File: src/rtl/spi_pkg.sv
// Shared SPI definitions: FSM state encoding, frame width and divider limits.
package spi_pkg;

   localparam int unsigned SPI_BITS    = 8;
   localparam int unsigned CLK_DIV_MIN = 4;
   localparam int unsigned CLK_DIV_MAX = 255;

   typedef enum logic [2:0] {
      ST_IDLE,
      ST_SETUP,
      ST_HIGH,
      ST_LOW,
      ST_BYTE_END,
      ST_WAIT,
      ST_HOLD,
      ST_GAP
   } state_t;

endpackage

File: src/rtl/spi_sync2.sv
// Two-flop synchronizer for an asynchronous single-bit SPI input.
module spi_sync2 (
   input  logic clk,
   input  logic rst,
   input  logic d,
   output logic q
);

   logic meta;

   // Two back-to-back flops; reset clears both stages.
   always_ff @(posedge clk) begin
      if (rst) begin
         meta <= 1'b0;
         q    <= 1'b0;
      end else begin
         meta <= d;
         q    <= meta;
      end
   end

endmodule

File: src/rtl/simple_spi_master.sv
// SPI mode 0 master: byte stream in on valid/ready, CS_N held low across a
// frame until a byte tagged last completes, received bytes out as pulses.
module simple_spi_master
   import spi_pkg::*;
#(
   parameter int unsigned CLK_DIV = 8
) (
   input  logic       clk,
   input  logic       rst,
   input  logic [7:0] i_tx_byte,
   input  logic       i_tx_last,
   input  logic       i_tx_valid,
   output logic       o_tx_ready,
   output logic [7:0] o_rx_byte,
   output logic       o_rx_valid,
   output logic       o_busy,
   output logic       o_spi_clk,
   output logic       o_spi_cs_n,
   output logic       o_spi_mosi,
   input  logic       i_spi_miso
);

   // Out-of-range dividers are clamped into the supported window.
   localparam int unsigned DIV = (CLK_DIV < CLK_DIV_MIN) ? CLK_DIV_MIN :
                                 (CLK_DIV > CLK_DIV_MAX) ? CLK_DIV_MAX : CLK_DIV;
   localparam logic [7:0] PHASE_END = 8'(DIV - 1);
   localparam logic [3:0] BITS_DONE = 4'(SPI_BITS);

   state_t              state, state_nx;
   logic [7:0]          phase_cnt, phase_cnt_nx;
   logic [3:0]          bit_cnt, bit_cnt_nx;
   logic [SPI_BITS-1:0] tx_sr, tx_sr_nx;
   logic [SPI_BITS-1:0] rx_sr, rx_sr_nx;
   logic                last_q, last_nx;
   logic                sclk, sclk_nx;
   logic                cs_n, cs_n_nx;
   logic                mosi, mosi_nx;
   logic [SPI_BITS-1:0] rx_byte, rx_byte_nx;
   logic                rx_valid, rx_valid_nx;

   logic miso_s;
   logic phase_done;
   logic ready;
   logic accept;

   spi_sync2 u_miso_sync (
      .clk (clk),
      .rst (rst),
      .d   (i_spi_miso),
      .q   (miso_s)
   );

   assign phase_done = (phase_cnt == PHASE_END);
   assign ready      = ((state == ST_IDLE) || (state == ST_WAIT)) && !rst;
   assign accept     = i_tx_valid && ready;

   // Next-state and next-output logic for the whole transfer sequencer.
   always_comb begin
      state_nx     = state;
      phase_cnt_nx = phase_cnt;
      bit_cnt_nx   = bit_cnt;
      tx_sr_nx     = tx_sr;
      rx_sr_nx     = rx_sr;
      last_nx      = last_q;
      sclk_nx      = sclk;
      cs_n_nx      = cs_n;
      mosi_nx      = mosi;
      rx_byte_nx   = rx_byte;
      rx_valid_nx  = 1'b0;

      unique case (state)
         ST_IDLE, ST_WAIT: begin
            if (accept) begin
               tx_sr_nx     = i_tx_byte;
               last_nx      = i_tx_last;
               cs_n_nx      = 1'b0;
               mosi_nx      = i_tx_byte[7];
               bit_cnt_nx   = '0;
               phase_cnt_nx = '0;
               state_nx     = ST_SETUP;
            end
         end

         // SETUP and LOW both end with a rising SCLK edge, where MISO is sampled.
         ST_SETUP, ST_LOW: begin
            if (phase_done) begin
               sclk_nx      = 1'b1;
               rx_sr_nx     = {rx_sr[SPI_BITS-2:0], miso_s};
               bit_cnt_nx   = bit_cnt + 4'd1;
               phase_cnt_nx = '0;
               state_nx     = ST_HIGH;
            end else begin
               phase_cnt_nx = phase_cnt + 8'd1;
            end
         end

         ST_HIGH: begin
            if (phase_done) begin
               sclk_nx      = 1'b0;
               phase_cnt_nx = '0;
               if (bit_cnt == BITS_DONE) begin
                  state_nx = ST_BYTE_END;
               end else begin
                  tx_sr_nx = {tx_sr[SPI_BITS-2:0], 1'b0};
                  mosi_nx  = tx_sr[SPI_BITS-2];
                  state_nx = ST_LOW;
               end
            end else begin
               phase_cnt_nx = phase_cnt + 8'd1;
            end
         end

         ST_BYTE_END: begin
            rx_byte_nx   = rx_sr;
            rx_valid_nx  = 1'b1;
            phase_cnt_nx = '0;
            state_nx     = last_q ? ST_HOLD : ST_WAIT;
         end

         ST_HOLD: begin
            if (phase_done) begin
               cs_n_nx      = 1'b1;
               phase_cnt_nx = '0;
               state_nx     = ST_GAP;
            end else begin
               phase_cnt_nx = phase_cnt + 8'd1;
            end
         end

         ST_GAP: begin
            if (phase_done) begin
               mosi_nx      = 1'b0;
               phase_cnt_nx = '0;
               state_nx     = ST_IDLE;
            end else begin
               phase_cnt_nx = phase_cnt + 8'd1;
            end
         end

         default: begin
            state_nx = ST_IDLE;
         end
      endcase
   end

   // State and datapath registers with synchronous reset.
   always_ff @(posedge clk) begin
      if (rst) begin
         state     <= ST_IDLE;
         phase_cnt <= '0;
         bit_cnt   <= '0;
         tx_sr     <= '0;
         rx_sr     <= '0;
         last_q    <= 1'b0;
         sclk      <= 1'b0;
         cs_n      <= 1'b1;
         mosi      <= 1'b0;
         rx_byte   <= '0;
         rx_valid  <= 1'b0;
      end else begin
         state     <= state_nx;
         phase_cnt <= phase_cnt_nx;
         bit_cnt   <= bit_cnt_nx;
         tx_sr     <= tx_sr_nx;
         rx_sr     <= rx_sr_nx;
         last_q    <= last_nx;
         sclk      <= sclk_nx;
         cs_n      <= cs_n_nx;
         mosi      <= mosi_nx;
         rx_byte   <= rx_byte_nx;
         rx_valid  <= rx_valid_nx;
      end
   end

   assign o_tx_ready = ready;
   assign o_rx_byte  = rx_byte;
   assign o_rx_valid = rx_valid;
   assign o_busy     = (state != ST_IDLE);
   assign o_spi_clk  = sclk;
   assign o_spi_cs_n = cs_n;
   assign o_spi_mosi = mosi;

endmodule

File: config.mk
export PLATFORM = sky130hd
export DESIGN_NAME = simple_spi_master
export DESIGN_NICKNAME = d
export VERILOG_FILES = /design/src/rtl/spi_pkg.sv /design/src/rtl/spi_sync2.sv /design/src/rtl/simple_spi_master.sv
export SDC_FILE = /design/constraint.sdc
export NUM_CORES = 1
export LEC_CHECK = 0
export ABC_AREA = 1
export BUFFER_PORTS_ARGS = -buffer_cell sky130_fd_sc_hd__buf_2
export CAP_MARGIN = 20
export CELL_PAD_IN_SITES_DETAIL_PLACEMENT = 1
export CELL_PAD_IN_SITES_GLOBAL_PLACEMENT = 1
export CORE_ASPECT_RATIO = 0.7
export CORE_MARGIN = 3
export CORE_UTILIZATION = 35
export CTS_BUF_LIST = sky130_fd_sc_hd__clkbuf_4 sky130_fd_sc_hd__clkbuf_8 sky130_fd_sc_hd__clkbuf_16
export DETAILED_ROUTE_END_ITERATION = 10
export PLACE_DENSITY_LB_ADDON = 0.15
export SYNTH_ARGS = -nofsm -noshare
export SYNTH_HDL_FRONTEND = slang
export SYNTH_SLANG_ARGS = --single-unit
File: constraint.sdc
create_clock -name clk -period 1.39 [get_ports clk]
set_input_delay 0 -clock clk [delete_from_list [all_inputs] [get_ports clk]]
set_output_delay 0 -clock clk [all_outputs]
set_load 0.005 [all_outputs]
==> qor.csv, run 1 <==
stage;metric;value;unit
status;status;finished, violations left;
status;violations;setup timing;
synth;synthCells;312;
sta;finalCritPeriodShare;104;%
detailed_routing;finalWirelength;6620;µm
sta;fmax;694;MHz
detailed_routing;dr.max_layer_used;met4;
floorplan;initial_core_util;36.7;%
global_routing;antenna_found_initial;0;
synth;syn_area;2130;µm²
detailed_routing;drt_iter0_markers;54;
clock_network;cts_tree;built;
floorplan;rows;23;
detailed_routing;drtPass1Iterations;4;
placed_design;place_worst_setup_slack;-0.202;ns
detailed_routing;via_count;2275;
detailed_routing;route.detailed.drc;0;
setup_path;endpoint_kind;register;
pwr;p_leak;1.42;nW
sta;grt_setup_unrepaired;yes;
clock_network;cts_buffers;5;
clock_network;clk_latency;0.29;ns
synth;yosysWarningCount;0;
sta;max_slew.worst_pin.slew;0.302;ns
synth;ys_seq_area_share;42.3;%
detailed_routing;route.met2.wl;3090;µm
global_routing;track_usage;18.8;%
synth;synth_top_area_cell;dfxtp_1;
detailed_routing;wl_per_cell;14.2;µm
detailed_routing;drt-met1-wl;3330;µm
setup_path;critPathLaunchType;register;
detailed_routing;wl_met3;172;µm
floorplan;die_area;7080;µm²
global_routing;first_global_vias;2268;
floorplan;die_y;71.3;µm
setup_path;cp.arrival;1.64;ns
layout;final_util;52.7;%
placed_design;port_buffers;26;
floorplan;top_level_ports;27;
detailed_routing;routed_via_density;4.89;
sta;relSlewSlack;79.9;%
synth;synth_top_area_share;42.3;%
global_routing;grt-ovfl-total;0;
sta;report.final.slew_viol_count;0;
synth;synth_seq_cells;45;
pwr;ir_drop;0.000833;V
sta;setup_viol;17;
job;cap_viol_max_count;0;
floorplan;die_w;99.3;µm
synth;synth_fp_nets;328;
setup_path;critPathMaxFanout;5;
synth;synth_cell_type_count;27;
synth;avgSynthCellArea;6.83;µm²
sta;min_period;1.44;ns
detailed_routing;ant_nets;0;
layout;fillers;738;
setup_path;critPathRequiredTime;1.59;ns
synth;synthTopCellsByArea;dfxtp_1 (42%), nor2_1 (13%), nand2_1 (11%);
setup_path;crit_type;register to register;
sta;finalWorstSetupSlack;-0.0517;ns
sta;hold_violations;0;
placed_design;gp_congestion;0.782;
floorplan;core_area;5810;µm²
pwr;power.density;1710;nW/µm²
clock_network;clk_pin_slew_worst_paths;0.08;ns
global_routing;grt_max_degree;31;
worst_hold_path;hold_class;input pin to register;
layout;drive_gt1_share;36.4;%
clock_network;h-tree-depth;2;
clock_network;cts_buffer_depth;2;
sta;fin_skew;0.00305;ns
layout;area_growth;43.7;%
layout;fin_nets;407;
layout;multiInputGateArea;1280;µm²
global_routing;grt_pass1_wl;10800;µm
layout;n_antenna_cell;0;
layout;regArea;911;µm²
placed_design;dp_hpwl;4490;µm
clock_network;cts_sinks;45;
clock_network;ctsRootBufferMaster;clkbuf_8;
[path summary, 6_finish.rpt]
kind                                    start                       end  slack (ns)  cells after the start
setup / recovery    phase_cnt[0]$_SDFFE_PP0P_     tx_sr[2]$_SDFFE_PP0P_       -0.05                      9
hold / removal                   i_tx_byte[0]     tx_sr[0]$_SDFFE_PP0P_        0.04                      5
setup reg to reg    phase_cnt[0]$_SDFFE_PP0P_     tx_sr[2]$_SDFFE_PP0P_       -0.05                      9
hold reg to reg   u_miso_sync.meta$_SDFF_PP0_  u_miso_sync.q$_SDFF_PP0_        0.42                      2
[layout make-up]
type / count / share of cell area [%]
Timing Repair Buffer: 76 / 18.3
Sequential cell: 45 / 29.8
Multi-Input combinational cell: 229 / 41.9
Clock buffer: 5 / 2.25
Clock inverter: 1 / 0.163
Inverter: 34 / 4.58
Tap cell: 75 / 3.06
[worst max-delay path: stages, from the launching register on]
cell,delay (ns)
dfxtp_2,0.37
ha_4,0.16
nand3_4,0.10
nor2_4,0.14
buf_6,0.13
nor2_4,0.05
nor2_4,0.19
nand3_1,0.09
nand2_1,0.07
nor2_1,0.04
[sequential cells by signal, indices dropped and copies added (netlist names), 3 cells and up]
signal / flops
bit_cnt: 4
o_rx_byte: 8
phase_cnt: 8
rx_sr: 8
state: 3
tx_sr: 7
[cell families (layout without fill, tap and decap cells)]
kind of cell | count (synthesis) | in the layout | share of synthesized area (%)
simple gates | 177 | 178 | 36.6
compound gates | 46 | 46 | 11.6
flops | 45 | 45 | 42.3
buf+inv | 39 | 116 | 6.93
fa+ha+maj | 3 | 3 | 1.76
xor+xnor | 2 | 2 | 0.822
[layout by cell type, fill, tap and decap left out, drive strengths merged]
cell	n
clkbuf	5
dlygate4sd3	4
xnor2	1
nor3	3
xor2	1
buf	72
a21oi	17
clkinvlp	2
clkinv	1
dfxtp	45
nor2	81
nand2	66
nand4	2
ha	3
inv	32
nand3	24
nand3b	1
or2	1
o21ai	28
o21bai	1
[routing by layer]
layer	track usage, %	up-vias
li1	-	1141
met1	26.4	1104
met2	29.8	26
met3	3.70	4
met4	4.70	0
met5	0	-
[Yosys cell counts (all sizes together)]
library cell,n
o21bai,1
ha,3
nand2,66
nand3,24
nand4,2
clkbuf,3
inv,33
xor2,1
dfxtp,45
o21ai,28
nor3,3
nand3b,1
nor2,80
clkinv,1
or2,1
xnor2,1
a21oi,17
buf,2
[power breakdown]
part           internal (mW)  switching, mW
Clock                  0.332          0.439
Combinational           1.23           1.54
Sequential              1.54          0.148
Total                   3.10           2.13
[what timing repair did]
action	in CTS	in global routing
gates cloned	1	0
setup endpoints to repair	30	37
endpoints found under the hold margin	6	0
pin swaps	16	14
hold buffers	4	0
resized for setup	39	28
buffers inserted	5	6
[per-stage QoR]
stage	std cells	hold slack (ns)	instance area, µm²	total power, mW	TNS (ns)
after floorplan	312	0.0691	2140	2.90	0
after global placement	443	0.200	2620	3.74	-1.17
after detailed placement	443	0.211	2620	3.81	-3.67
after CTS	459	0.0337	2910	5.00	-0.00283
after global routing	465	0.0746	3060	5.62	-3.02
final	465	0.0436	3060	5.23	-0.429
Power figures use the tool's default switching activity.
==> inputs of run 2 (changes only) <==
- CORE_UTILIZATION: 35 -> 36
==> run 2 against run 1 <==
Clock power up 57%. Wire length up 27%. Setup slack worse by 0.15 ns. Critical path depth up 1. Sequential cell count unchanged. The run still ends with setup timing left. Global-route usage up 2.6 points.
==> qor.csv, run 2 (synthesis gave the netlist of run 1 again) <==
stage;metric;value;unit
sta;report.final.slew_viol_count;0;
placed_design;dpl_cell_area;2620;µm²
floorplan;die_y;70.4;µm
placed_design;place_worst_setup_slack;-0.292;ns
clock_network;cts_sinks;45;
detailed_routing;routed_via_density;5.05;
global_routing;grt-ovfl-total;0;
setup_path;critPathRequiredTime;1.64;ns
clock_network;cts_tree;built;
setup_path;critPathLaunchType;register;
placed_design;dp_hpwl;4640;µm
clock_network;clk_latency;0.31;ns
detailed_routing;via_count;2385;
layout;design_area;3270;µm²
job;cap_viol_max_count;0;
global_routing;antenna_found_initial;0;
sta;relSlewSlack;79.1;%
pwr;pwr-share-comb;50.3;%
sta;fmax;630;MHz
detailed_routing;finalWirelength;8390;µm
sta;grt_setup_unrepaired;yes;
layout;final_util;59.7;%
detailed_routing;route.detailed.drc;0;
global_routing;track_usage;21.4;%
setup_path;timing.critical_path.mode_cell;nand2_2;
layout;n_antenna_cell;0;
sta;setup_viol;32;
setup_path;endpoint_kind;register;
sta;finalSetupTns;-2.72;ns
floorplan;die_w;98.0;µm
global_routing;grt_pass1_wl;11900;µm
setup_path;setup.worst_path.start;phase_cnt[1]$_SDFFE_PP0P_;
placed_design;port_buffers;26;
setup_path;cpPeakStageDelay;0.39;ns
worst_hold_path;hold_class;input pin to register;
pwr;p_seq_share;29.2;%
detailed_routing;wl_per_cell;17.8;µm
pwr;p_total;5.90;mW
setup_path;crit_chain;ha_4 > nand3_4 > nor2_4 > nand2_2 > buf_6 > nand2_8 > nand2_2 > nand2_2 > nand2_2 > nor2_2;
detailed_routing;drtPass1Iterations;4;
clock_network;ctsRootBufferMaster;clkbuf_8;
pwr;sw_frac_of_total;40.1;%
sta;timing.hold.ws;0.0529;ns
sta;min_period;1.59;ns
floorplan;rows;22;
setup_path;cp.arrival;1.83;ns
sta;hold_violations;0;
pwr;p_leak;1.51;nW
pwr;power.density;1810;nW/µm²
global_routing;first_global_vias;2444;
layout;layout_commonest_cell;nor2_1;
sta;fin_skew;0.00731;ns
setup_path;crit_type;register to register;
layout;fin_nets;415;
sta;finalWorstSetupSlack;-0.198;ns
floorplan;top_level_ports;27;
layout;drive_gt1_share;42.5;%
layout;regArea;920;µm²
placed_design;gp_congestion;0.822;
floorplan;die_area;6890;µm²
pwr;intPower;3.54;mW
floorplan;initial_core_util;38.9;%
clock_network;cts_buffer_depth;2;
layout;final_cell_mix;nor2_1 (63), nand2_1 (49), buf_4 (42);
setup_path;r2r-start;phase_cnt[1]$_SDFFE_PP0P_;
setup_path;slowest_stage;dfxtp_4;
layout;fillers;679;
setup_path;worst-path-buf-inv;1;
layout;final_cell_count_no_fill;472;
pwr;p_sw;2.37;mW
sta;max_slew.worst_pin.slew;0.313;ns
clock_network;h-tree-depth;2;
sta;finalCritPeriodShare;114;%
floorplan;core_area;5480;µm²
setup_path;cp_top_family;simple AND/OR/NAND/NOR gates;
worst_hold_path;hp-start;i_tx_byte[0];
status;status;finished, violations left;
clock_network;cts_buffers;5;
pwr;ir_drop;0.000929;V
detailed_routing;ant_nets;0;
detailed_routing;drt_iter0_markers;99;
status;violations;setup timing;
global_routing;grt_max_degree;21;
setup_path;critPathMaxFanout;5;
layout;multiInputGateArea;1360;µm²
placed_design;dp_cells;443;
clock_network;clk_pin_slew_worst_paths;0.09;ns
pwr;pwr-share-clk;20.6;%
layout;area_growth;53.5;%
[run 2: cell count changes in the layout (fill, tap and decap cells not counted), moves of 4 or more]
cell	delta
nand3_2	+8
o21ai_0	-8
o21ai_1	+7
nand2_1	-4
buf_6	+6
nand3_1	-7
[run 2: path summary, 6_finish.rpt]
kind,cells after the start,slack [ns],to
setup / recovery,10,-0.20,bit_cnt[3]$_SDFFE_PP0P_
hold / removal,5,0.05,tx_sr[0]$_SDFFE_PP0P_
setup reg to reg,10,-0.20,bit_cnt[3]$_SDFFE_PP0P_
hold reg to reg,2,0.44,u_miso_sync.q$_SDFF_PP0_
[run 2: power by group through the flow]
| stage | Sequential, mW | Clock [mW] | Combinational, mW |
|---|---|---|---|
| after global placement | 1.67 | 0 | 2.06 |
| after CTS | 1.68 | 1.21 | 2.63 |
| after floorplan | 1.71 | 0 | 1.19 |
| after detailed placement | 1.68 | 0 | 2.12 |
| after global routing | 1.75 | 1.29 | 3.22 |
| final | 1.72 | 1.21 | 2.97 |
[run 2: area by class of cell]
type,count,share of cell area (%)
sequential,45,28.1
multi-input combinational,229,41.4
tap,72,2.75
clock inverter,3,1.99
inverter,34,4.36
timing repair buffer,84,19.2
clock buffer,5,2.10
[run 2: routing by layer]
metal  global-route usage (%)  vias to the layer above  wire, µm
li1                         -                     1161         -
met1                     29.5                     1166      3990
met2                     34.4                       41      4000
met3                     3.39                       17       182
met4                     6.14                        0       211
met5                        0                        -         0
[run 2: what timing repair did]
item | in CTS | in global routing
resized for setup | 54 | 51
buffers inserted | 11 | 7
cloned | 1 | 1
hold buffers | 2 | 0
endpoints found under the setup margin | 35 | 33
pin swaps | 24 | 35
hold endpoints to repair | 2 | 0
[run 2: worst register-to-register path: cells and delay by family (launching register included)]
family        cells  cell delay (ns)
fa+ha+maj         1             0.16
buf+inv           1             0.16
flops             1             0.39
simple gates      8             0.82
